## config.mk

```make
export PLATFORM = sky130hd
export DESIGN_NAME = pla_illegal_trap_ctrl
export DESIGN_NICKNAME = d
export VERILOG_FILES = /design/src/rtl/pla_illegal_trap_ctrl_pkg.sv /design/src/rtl/pla_illegal_trap_ctrl_sat_counter.sv /design/src/rtl/pla_illegal_trap_ctrl.sv
export SDC_FILE = /design/constraint.sdc
export NUM_CORES = 1
export LEC_CHECK = 0
export ABC_AREA = 0
export CAP_MARGIN = 20
export CORE_UTILIZATION = 35
export CTS_BUF_LIST = sky130_fd_sc_hd__clkbuf_2
export DETAILED_ROUTE_END_ITERATION = 7
export PLACE_DENSITY = 0.7
export SETUP_SLACK_MARGIN = 0.3
export SLEW_MARGIN = 40
export SYNTH_ARGS = -nofsm -noshare
export SYNTH_HDL_FRONTEND = slang
export SYNTH_SLANG_ARGS = --single-unit
```

## constraint.sdc

```tcl
create_clock -name clk -period 3.1 [get_ports clk]
set_input_delay 0.93 -clock clk [delete_from_list [all_inputs] [get_ports clk]]
set_output_delay 0.93 -clock clk [all_outputs]
set_load 0.005 [all_outputs]
```

## src/rtl/pla_illegal_trap_ctrl_pkg.sv

```systemverilog
// Shared types and constants for the illegal-opcode trap controller and
// the other trap sources that report to the exception unit.
package pla_illegal_trap_ctrl_pkg;

  localparam int DEFAULT_OPW = 10;
  localparam int DRAIN_CNT_W = 4;

  typedef enum logic [1:0] {
    ST_IDLE,
    ST_DRAIN,
    ST_REQ,
    ST_RESUME
  } trap_state_e;

  typedef enum logic [7:0] {
    CAUSE_NONE        = 8'h00,
    CAUSE_FETCH_FAULT = 8'h01,
    CAUSE_ILLEGAL_OPC = 8'h02,
    CAUSE_BREAKPOINT  = 8'h03,
    CAUSE_ECALL       = 8'h0B
  } trap_cause_e;

  // The drain counter counts down to zero, so it is loaded with cycles-1.
  function automatic logic [DRAIN_CNT_W-1:0] drain_load(input int cycles);
    return DRAIN_CNT_W'(cycles - 1);
  endfunction

endpackage

```

## src/rtl/pla_illegal_trap_ctrl_sat_counter.sv

```systemverilog
// W-bit saturating event counter with synchronous clear; clear beats increment.
module pla_sat_counter #(
  parameter int W = 8
) (
  input  logic         clk,
  input  logic         rst,
  input  logic         clr,
  input  logic         inc,
  output logic [W-1:0] count
);

  logic [W-1:0] count_q;
  logic [W-1:0] count_d;

  always_comb begin
    count_d = count_q;
    if (clr) begin
      count_d = '0;
    end else if (inc && (count_q != '1)) begin
      count_d = count_q + W'(1);
    end
  end

  always_ff @(posedge clk) begin
    if (rst) begin
      count_q <= '0;
    end else begin
      count_q <= count_d;
    end
  end

  assign count = count_q;

endmodule

```

## src/rtl/pla_illegal_trap_ctrl.sv

```systemverilog
// Turns a pipe-1 illegal opcode into a precise trap: kill, freeze, drain,
// then a held req/ack trap request to the exception unit.
module pla_illegal_trap_ctrl
  import pla_illegal_trap_ctrl_pkg::*;
#(
  parameter int         OPW           = DEFAULT_OPW,
  parameter int         DRAIN_CYCLES  = 2,
  parameter int         CNTW          = 8,
  parameter logic [7:0] CAUSE_ILLEGAL = CAUSE_ILLEGAL_OPC
) (
  input  logic            clk,
  input  logic            rst,
  input  logic            pipe1_valid,
  input  logic [OPW-1:0]  pipe1_opcode,
  input  logic            pillegalopc,
  input  logic            pipe_stall,
  input  logic            trap_enable,
  input  logic            trap_ack,
  input  logic            flag_clr,
  output logic            pipe1_kill,
  output logic            pipe_freeze,
  output logic            trap_req,
  output logic [7:0]      trap_cause,
  output logic [OPW-1:0]  trap_opcode,
  output logic [CNTW-1:0] illegal_count,
  output logic            illegal_masked
);

  trap_state_e            state_q, state_d;
  logic [DRAIN_CNT_W-1:0] drain_cnt_q, drain_cnt_d;
  logic [OPW-1:0]         opcode_q, opcode_d;
  logic [7:0]             cause_q, cause_d;
  logic                   kill_q, kill_d;
  logic                   freeze_q, freeze_d;
  logic                   req_q, req_d;
  logic                   masked_q, masked_d;
  logic                   det;
  logic                   trap_start;
  logic                   masked_hit;

  // Outputs are derived from the next state so every one of them is a flop.
  always_comb begin
    det         = pipe1_valid & pillegalopc & ~pipe_stall;
    trap_start  = (state_q == ST_IDLE) & det & trap_enable;
    masked_hit  = (state_q == ST_IDLE) & det & ~trap_enable;
    state_d     = state_q;
    drain_cnt_d = drain_cnt_q;
    opcode_d    = opcode_q;

    case (state_q)
      ST_IDLE: begin
        if (trap_start) begin
          state_d     = ST_DRAIN;
          drain_cnt_d = drain_load(DRAIN_CYCLES);
          opcode_d    = pipe1_opcode;
        end
      end
      ST_DRAIN: begin
        if (drain_cnt_q == '0) begin
          state_d = ST_REQ;
        end else begin
          drain_cnt_d = drain_cnt_q - DRAIN_CNT_W'(1);
        end
      end
      ST_REQ: begin
        if (trap_ack) begin
          state_d = ST_RESUME;
        end
      end
      ST_RESUME: begin
        state_d = ST_IDLE;
      end
      default: begin
        state_d = ST_IDLE;
      end
    endcase

    kill_d   = trap_start;
    freeze_d = (state_d != ST_IDLE);
    req_d    = (state_d == ST_REQ);
    cause_d  = req_d ? CAUSE_ILLEGAL : CAUSE_NONE;
    // A masked detection in the same cycle as a clear keeps the flag set.
    masked_d = (masked_q & ~flag_clr) | masked_hit;
  end

  always_ff @(posedge clk) begin
    if (rst) begin
      state_q     <= ST_IDLE;
      drain_cnt_q <= '0;
      opcode_q    <= '0;
      cause_q     <= '0;
      kill_q      <= 1'b0;
      freeze_q    <= 1'b0;
      req_q       <= 1'b0;
      masked_q    <= 1'b0;
    end else begin
      state_q     <= state_d;
      drain_cnt_q <= drain_cnt_d;
      opcode_q    <= opcode_d;
      cause_q     <= cause_d;
      kill_q      <= kill_d;
      freeze_q    <= freeze_d;
      req_q       <= req_d;
      masked_q    <= masked_d;
    end
  end

  pla_sat_counter #(
    .W(CNTW)
  ) u_illegal_cnt (
    .clk  (clk),
    .rst  (rst),
    .clr  (1'b0),
    .inc  (trap_start),
    .count(illegal_count)
  );

  assign pipe1_kill     = kill_q;
  assign pipe_freeze    = freeze_q;
  assign trap_req       = req_q;
  assign trap_cause     = cause_q;
  assign trap_opcode    = opcode_q;
  assign illegal_masked = masked_q;

endmodule
```

Word-level counts from Yosys, hierarchy flattened
Index checks and enable logic that the tools add are counted.
- register bits after elaboration: 36
- bits of input ports: 18
- output and inout bits: 30
- logic and storage cells: 43
- add/subtract/negate cells: 2
- equal/unequal tests: 7
- mux-type cells: 8
- bitwise logic cells: 10
- reductions and logical operators: 7
- operators with widths (cell ; count):
    adder 8 x 1 -> 8 bit (second input constant) ; 1
    2-to-1 mux 2 bit ; 4
    2-to-1 mux 4 bit ; 2
    != test 8 bit (second input constant) ; 1
    one-hot mux 2 bit (4 select lines) ; 1
    one-hot mux 4 bit (2 select lines) ; 1
    bitwise AND 1 bit ; 6
    equality test 2 bit (second input constant) ; 3
    logical NOT 4 bit ; 1
    nonzero test 2 bit ; 2
    subtractor 4 x 1 -> 4 bit (second input constant) ; 1
    NOT 1 bit ; 3
    AND reduction 3 bit ; 1
    equality test 2 x 1 -> 1 bit (second input constant) ; 1
    logical NOT 2 bit ; 1
    != test 2 x 1 -> 1 bit (second input constant) ; 1
    != test 2 bit (second input constant) ; 1
    AND reduction 2 bit ; 1
    logical AND 1 bit ; 1
    OR 1 bit ; 1

Logic depth before layout (Yosys ltp)
Gate-level depths: netlist of the first run.
- word-level depth: 8
- mapped depth: 6
- depth with buffers taken out: 6

Cells and area by module
From an unflattened synthesis of the first run, not the netlist that was laid out.
- cell total of the unflattened synthesis: 155
- area total of the unflattened synthesis: 1363.8 um2
- modules (own cells, without submodules) (module ; instances ; cells an instance ; area each (um2) ; seq. area each (um2)):
    pla_illegal_trap_ctrl ; 1 ; 108 ; 928.4 ; 400.4
    pla_sat_counter ; 1 ; 47 ; 435.4 ; 160.2

Least setup slack after synthesis of the first run
Ideal clock, no wire load.
- path kind: input port to flip-flop
- from: input port pipe_stall
- to: register u_illegal_cnt.count_q[3] (netlist: u_illegal_cnt.count[3])
- setup time: 0.123 ns
- arrival time: 1.792 ns
- data required time: 2.977 ns
- slack: 1.185 ns
- cell stages on the path: 4
- buffers on the path: 0
- cell sequence: nand2b_1 nor3_2 a21boi_2 mux2_1
- word-level cells in the longest chain between the ends: 5
- RTL lines (element ; RTL line ; text):
    start, declared ; pla_illegal_trap_ctrl.sv:16 ; input logic pipe_stall,
    NOT 1 bit ; pla_illegal_trap_ctrl.sv:43 ; det = pipe1_valid & pillegalopc & ~pipe_stall;
    bitwise AND 1 bit ; pla_illegal_trap_ctrl.sv:43 ;
    bitwise AND 1 bit (2 in series) ; pla_illegal_trap_ctrl.sv:44 ; trap_start = (state_q == ST_IDLE) & det & trap_enable;
    logical AND 1 bit ; pla_illegal_trap_ctrl_sat_counter.sv:19 ; end else if (inc && (count_q != '1)) begin
    end signal, assigned ; pla_illegal_trap_ctrl_sat_counter.sv:28 ; count_q <= count_d;
    end, declared ; pla_illegal_trap_ctrl_sat_counter.sv:12 ; logic [W-1:0] count_q;
No other way between the ends.
A chain may end at the register's enable or synchronous reset.

Worst setup path after layout of the first run
- from: register u_illegal_cnt.count_q[2] (netlist: u_illegal_cnt.count[2])
- to: output port illegal_count[2]
- RTL lines (element ; RTL line ; text):
    end, declared ; pla_illegal_trap_ctrl.sv:25 ; output logic [CNTW-1:0] illegal_count,
No word-level cell between the ends.

==> summary.txt, run 1 <==
Run status
  • Status: completed

Clock network
  • Clock Sink Count: 28
  • Worst-path clk slew: around 0.23 ns
  • Root Driver: clkbuf_2
  • Max clock buf depth: 2
  • Cts hold-fix bufs: 0
  • Total CTS buffers: 3
  • Clk_lat worst skew: 0.35 ns
  • Cts repair resizes: 0
  • Post-CTS setup buffer count: 0
  • H-Tree Depth: 1
  • CTS tree: built

Setup path
  • Crit path launch type: flip-flop
  • CP required: 2.17 ns
  • WS Path Type: flip-flop to output pin
  • R2R Path End: drain_cnt_q[3]
  • FF-to-FF path depth: 6
  • Crit-path cells: clkdlybuf4s50_1
  • Buf/Inv on CP: 1
  • Critical path's top delay family: buffers and inverters
  • Worst EP arrival: 1.42 ns
  • Slowest stage delay, CP: 0.55 ns
  • R2r setup slk: about 1.4 ns
  • Setup crit end: illegal_count[2]
  • Critical Path Fanout Max: 7
  • Crit. End Element: output pin
  • CP Depth: 1
  • Worst R2R Start: drain_cnt_q[0]
  • Crit path from: u_illegal_cnt.count[2]
  • CP max stage cell: clkdlybuf4s50_1

Placement
  • Gpl congestion: 0.764
  • Hpwl dp: 2050 um
  • IO Port Bufs: 40
  • Area after DPL: about 1700 um^2

Synthesis
  • Predominant post-synthesis flop cell: dfxtp_1
  • Netlist cell types: 36
  • Cells after synthesis: 153
  • Seq/Total Area, Yosys: 42.8%
  • Synth Register Bits: 28
  • Synth Warn #: 0
  • Synth area leader: dfxtp_1
  • Post-synth EDFFs: 0
  • Syn Std Cell Area: 1310 um^2
  • Async SR Flop Fraction: 0%
  • Synthesized area per cell: 8.55 um^2
  • Top-area cell type share of the netlist area: 42.8%
  • Most area-consuming cells after synthesis: dfxtp_1 43%, a21oi_1 7.3%, nand2_1 6.6%

GRT
  • Initial antenna violation count: 0
  • Largest net degree at the start of global routing: 33
  • Number of global-route vias before repair: 1,032
  • First-pass GRT wire length: 4610 um
  • Total gr overflow: 0
  • Gr usage total: between 10 and 15%

Drt
  • Via count: approximately 1,200
  • Post-DR wirelength/cell: 11.6 um
  • Iteration-0 DRC Markers: 66
  • Final WL: 2750 um
  • Routed vias/inst: 4.87
  • Detail Route Antenna Nets: 0
  • Drc violations: 0
  • Drt pass-1 iters: 4

Timing
  • Tmin final: 2.35 ns
  • Final hold vios: 0
  • Achievable Freq: 426 MHz
  • Final Skew: 0.00664 ns
  • Max-slew violations: 0
  • Unrepaired setup endpoints after global routing: false
  • Tcrit/Tclk final: 75.7%
  • Final setup viols: 0
  • Fin Setup TNS: 0 ns

Floorplanning
  • Row count: 21
  • Initial core utilization: 37.7%
  • IO Count: 48
  • Die W: between 60 and 70 um
  • Die area: ~4000 um^2
  • Chip Height: 63.2 um
  • Core Footprint: 3470 um^2

Worst hold path
  • HP Class: flip-flop to flip-flop

Power
  • Peak VDD IR: 0.281 mV
  • Leak Pwr: 0.600 nW
  • Pwr dens: 326 nW/um^2

Layout
  • Commonest non-fill, non-tap cell in the layout: clkdlybuf4s50_1
  • Most frequent cells in the layout: 40 x clkdlybuf4s50_1, 28 x dfxtp_1, 23 x nand2_1, 19 x a21oi_1, 12 x nor2_1
  • Final nets: 213
  • Share of cells above drive strength 1: 7.85%
  • Layout Area Growth over Synthesis: 32.8%
  • Final Instance Area: around 1700 um^2
  • # diodes: 0

Run
  • Max cap viols: 0
==> through the flow <==
stage               worst slack [ns]  total power, mW  instances  hold WS [ns]  util [%]
floorplan                       1.18            0.414        159         0.453         -
global placement               0.455            0.447        234         0.443      49.7
detailed placement             0.406            0.449        234         0.445      49.7
CTS                            0.734            0.574        237         0.471      50.1
global route                   0.641            0.601        237         0.491      50.1
finish                         0.753            0.566        237         0.473      50.1
==> tightest hold or removal path, cell delays in order, from the launching register on <==
cell and delay, ns:
dfxtp_1 0.36, nand2_1 0.05, a21oi_1 0.05
==> worst min-delay path by stage <==
stage / start / end / slack, ns / depth (start not counted)
6_report: trap_opcode[3] / trap_opcode[3] / 0.47 / 2
5_1_grt: trap_opcode[3] / trap_opcode[3] / 0.49 / 2
4_1_cts: trap_opcode[3] / trap_opcode[3] / 0.47 / 2
3_5_place_dp: trap_opcode[3] / trap_opcode[3] / 0.45 / 2
3_3_place_gp: trap_opcode[0] / trap_opcode[0] / 0.44 / 2
2_1_floorplan: trap_opcode[0] / trap_opcode[0] / 0.45 / 2
==> synthesized netlist by cell type, types with 3 or more instances <==
library cell,count
a21oi_1,19
nand2b_1,5
buf_4,8
nand3b_1,4
nand3_1,3
nand2_1,23
a211oi_1,4
nor2b_1,4
nor3_1,5
dfxtp_1,28
inv_1,5
nor2_1,12
==> per-layer routing <==
metal / vias up / routed length (um) / GRT usage (%) / share of wire [%]
li1: 586 / - / - / -
met2: 32 / 1340 / 24.5 / 49
met1: 535 / 1270 / 17.9 / 46
met3: 2 / 137 / 3.99 / 5.0
met4: 0 / 8 / 3.20 / 0.29
met5: - / 0 / 0 / 0
==> cell type report <==
cell class / instances / area, um^2
Timing Repair Buffer: 42 / 415
Inverter: 5 / 18.8
Sequential cell: 28 / 561
Multi-Input combinational cell: 113 / 671
Tap cell: 46 / 57.6
Clock buffer: 3 / 15.0
Fill cell: 353 / 1730
==> report_power, final <==
| group | internal [mW] | switching, mW | leakage [nW] |
|---|---|---|---|
| logic | 0.0400 | 0.0299 | 0.361 |
| registers | 0.367 | 0.00413 | 0.226 |
| clock network | 0.0263 | 0.0981 | 0.0125 |
| total | 0.434 | 0.132 | 0.600 |
==> flip-flops by register name, summed over array words and instances, names as in the netlist <==
register / flops
pipe_freeze: 1
drain_cnt_q: 4
state_q: 2
u_illegal_cnt.count: 8
trap_cause: 1
pipe1_kill: 1
illegal_masked: 1
trap_opcode: 10
==> kinds of logic (layout without fill, tap and decap cells) <==
logic type	after synthesis	count (layout)	share of synthesized area, %
and+or+nand+nor	68	68	29.1
muxes	4	4	3.25
buffers and inverters	18	50	7.65
other	1	7	0.287
adders and majority gates	2	2	1.91
AOI/OAI and AO/OA	32	32	15.0
DFF	28	28	42.8
Power figures use the tool's default switching activity.
==> run 2: changes to the inputs <==
--- a/config.mk
+++ b/config.mk
@@ -10,7 +10,7 @@
 export CORE_UTILIZATION = 35
 export CTS_BUF_LIST = sky130_fd_sc_hd__clkbuf_2
 export DETAILED_ROUTE_END_ITERATION = 7
-export PLACE_DENSITY = 0.7
+export PLACE_DENSITY = 0.73
 export SETUP_SLACK_MARGIN = 0.3
 export SLEW_MARGIN = 40
 export SYNTH_ARGS = -nofsm -noshare
==> constraint.sdc (replaced) <==
create_clock -name clk -period 2.1 [get_ports clk]
set_input_delay 0.63 -clock clk [delete_from_list [all_inputs] [get_ports clk]]
set_output_delay 0.63 -clock clk [all_outputs]
set_load 0.005 [all_outputs]
==> run 2 against run 1 <==
Compared with the run above: clock power grew 57%; worst hold slack lost 0.0067 ns; first-iteration DRC count grew 18%; critical endpoint is now u_illegal_cnt.count[3]; highest routed layer unchanged.
==> summary.txt, run 2 (synthesis gave the netlist of run 1 again) <==
Drt
  • Iteration-0 DRC Markers: 78 (was 66)
  • Final WL: 2830 um (was 2750 um)
  • Routed vias/inst: 4.75 (was 4.87)
  • Via count: 1,207 (was 1,155)
  • Drt pass-1 iters: 4 (unchanged)
  • Post-DR wirelength/cell: 11.1 um (was 11.6 um)
  • Detail Route Antenna Nets: 0 (unchanged)
  • Drc violations: 0 (unchanged)

Setup path
  • Critical Path Fanout Max: 3 (was 7)
  • Slowest stage delay, CP: 0.47 ns (was 0.55 ns)
  • FF-to-FF path depth: 6 (unchanged)
  • Crit path from: pipe_stall (was u_illegal_cnt.count[2])
  • CP required: 2.39 ns (was 2.17 ns)
  • Crit. End Element: flip-flop (was output pin)
  • WS Path Type: primary input to flip-flop (was flip-flop to output pin)
  • Crit path launch type: primary input (was flip-flop)
  • Critical path's top delay family: buffers and inverters (unchanged)
  • Worst EP arrival: 2.08 ns (was 1.42 ns)
  • CP Depth: 5 (was 1)
  • Worst R2R Start: drain_cnt_q[0] (unchanged)
  • CP max stage cell: clkdlybuf4s50_1 (unchanged)
  • Buf/Inv on CP: 1 (unchanged)
  • R2r setup slk: 0.51 ns (was 1.44 ns)
  • Crit-path cells: clkdlybuf4s50_1, nand2b_1, nor3_2, a21boi_2, mux2_1 (was clkdlybuf4s50_1)

Power
  • Gate power share: 13.1% (was 12.4%)
  • Pint: 0.645 mW (was 0.434 mW)
  • Peak VDD IR: 0.416 mV (was 0.281 mV)
  • Clock network fraction of total power: 22.9% (was 22.0%)
  • Reg power frac: 64.0% (was 65.7%)
  • Final Power: 0.850 mW (was 0.566 mW)
  • Leak Pwr: 0.822 nW (was 0.600 nW)
  • Pwr dens: 451 nW/um^2 (was 326 nW/um^2)
  • Switching Power: 0.206 mW (was 0.132 mW)
  • Sw Share: 24.2% (was 23.4%)

Layout
  • Most frequent cells in the layout: 23 x nand2_1, 22 x dlygate4sd2_1, 19 x a21oi_1 (was 40 x clkdlybuf4s50_1, 28 x dfxtp_1, 23 x nand2_1, 19 x a21oi_1, 12 x nor2_1)
  • Largest register FFs: 10 (unchanged)
  • Final nets: 229 (was 213)
  • # diodes: 0 (unchanged)
  • Layout Area Growth over Synthesis: 44.0% (was 32.8%)
  • Share of cells above drive strength 1: 25.0% (was 7.85%)
  • Utilization after layout: 54.3% (was 50.1%)
  • Commonest non-fill, non-tap cell in the layout: nand2_1 (was clkdlybuf4s50_1)

Clock network
  • Root Driver: clkbuf_2 (unchanged)
  • Clk_lat worst skew: 0.36 ns (was 0.35 ns)
  • Clock Sink Count: 28 (unchanged)
  • Total CTS buffers: 3 (unchanged)
  • H-Tree Depth: 1 (unchanged)
  • Worst-path clk slew: 0.25 ns (was 0.23 ns)
  • Max clock buf depth: 2 (unchanged)
  • CTS tree: built (unchanged)

Timing
  • Final Skew: 0.00454 ns (was 0.00664 ns)
  • Tmin final: 1.79 ns
  • Achievable Freq: 558 MHz
  • Unrepaired setup endpoints after global routing: false (unchanged)
  • Final setup viols: 0 (unchanged)
  • Final hold vios: 0 (unchanged)
  • Tcrit/Tclk final: between 80% and 90%
  • Fin Setup TNS: 0 ns (unchanged)
  • Max-slew violations: 0 (unchanged)

Floorplanning
  • Chip Height: 63.2 um (unchanged)
  • Row count: 21 (unchanged)
  • Die area: 3990 um^2 (unchanged)
  • Initial core utilization: 37.7% (unchanged)
  • Die W: 63.2 um (unchanged)
  • IO Count: 48 (unchanged)
  • Core Footprint: 3470 um^2 (unchanged)

Worst hold path
  • Hold Path Stages: 2 (unchanged)
  • HP Class: flip-flop to flip-flop (unchanged)
  • Worst hold start: trap_opcode[7] (was trap_opcode[3])

Run status
  • Status: completed (unchanged)

Placement
  • Gpl congestion: 0.752 (was 0.764)
  • IO Port Bufs: 40 (unchanged)
  • Hpwl dp: 2030 um (was 2050 um)

GRT
  • Largest net degree at the start of global routing: 33 (unchanged)
  • Total gr overflow: 0 (unchanged)
  • Gr usage total: 15.7% (was 14.4%)
  • Initial antenna violation count: 0 (unchanged)
  • First-pass GRT wire length: 5040 um (was 4610 um)
  • Number of global-route vias before repair: 1,147 (was 1,032)

Run
  • Max cap viols: 0 (unchanged)
run 2: timing repair:
action / CTS / global route
hold buffers: 0 / 0
endpoints found under the setup margin: 23 / 4
setup buffers: 8 / 0
gates resized for setup: 45 / 2
cloned: 0 / 0
run 2: stage by stage:
step | cells | cell area, um^2 | hold WS (ns) | setup slack, ns
final | 254 | 1880 | 0.466 | 0.307
after detailed placement | 242 | 1800 | 0.446 | -0.0672
after floorplan | 159 | 1330 | 0.453 | 0.485
after global placement | 242 | 1800 | 0.442 | -0.0451
after CTS | 254 | 1880 | 0.469 | 0.196
after global routing | 254 | 1880 | 0.481 | 0.318
run 2: power groups by stage:
stage                     clock network [mW]  registers [mW]  logic, mW
final                                  0.195           0.544      0.112
after global routing                   0.231           0.546      0.122
after CTS                              0.203           0.544      0.112
after detailed placement                   0           0.559      0.114
after global placement                     0           0.558      0.114
after floorplan                            0           0.558     0.0532
run 2: path summary, 6_finish.rpt:
check                           end
max          u_illegal_cnt.count[3]
min                  trap_opcode[7]
max reg2reg          drain_cnt_q[3]
min reg2reg          trap_opcode[7]
run 2: layout make-up:
cell class | instances | area [um^2]
clock inverters | 1 | 3.75
flip-flops and latches | 28 | 593
repair buffers | 58 | 523
well taps | 46 | 57.6
fillers | 345 | 1580
inverters | 5 | 18.8
multi-input cells | 113 | 673
clock buffers | 3 | 15.0
run 2: worst register-to-register path, stage by stage, from the launching register on:
cell and delay (ns):
dfxtp_1 0.40, inv_1 0.08, ha_1 0.16, nor3b_1 0.32, a2bb2oi_1 0.34, o21ai_0 0.15, o41ai_1 0.07
run 2: layer usage:
metal	track usage [%]	vias to the layer above	wire, um
met1	19.4	540	1310
li1	-	623	-
met3	3.62	4	157
met2	27.0	40	1330
met4	4.36	0	24
met5	0	-	0
==> run 3: changes to the inputs <==
--- a/config.mk
+++ b/config.mk
@@ -6,7 +6,7 @@
 export NUM_CORES = 1
 export LEC_CHECK = 0
 export ABC_AREA = 0
-export CAP_MARGIN = 20
+export CAP_MARGIN = 15
 export CORE_UTILIZATION = 35
 export CTS_BUF_LIST = sky130_fd_sc_hd__clkbuf_2
 export DETAILED_ROUTE_END_ITERATION = 7
==> results of run 3 <==
The final DEF is identical to that of run 2; final timing and power are the same.
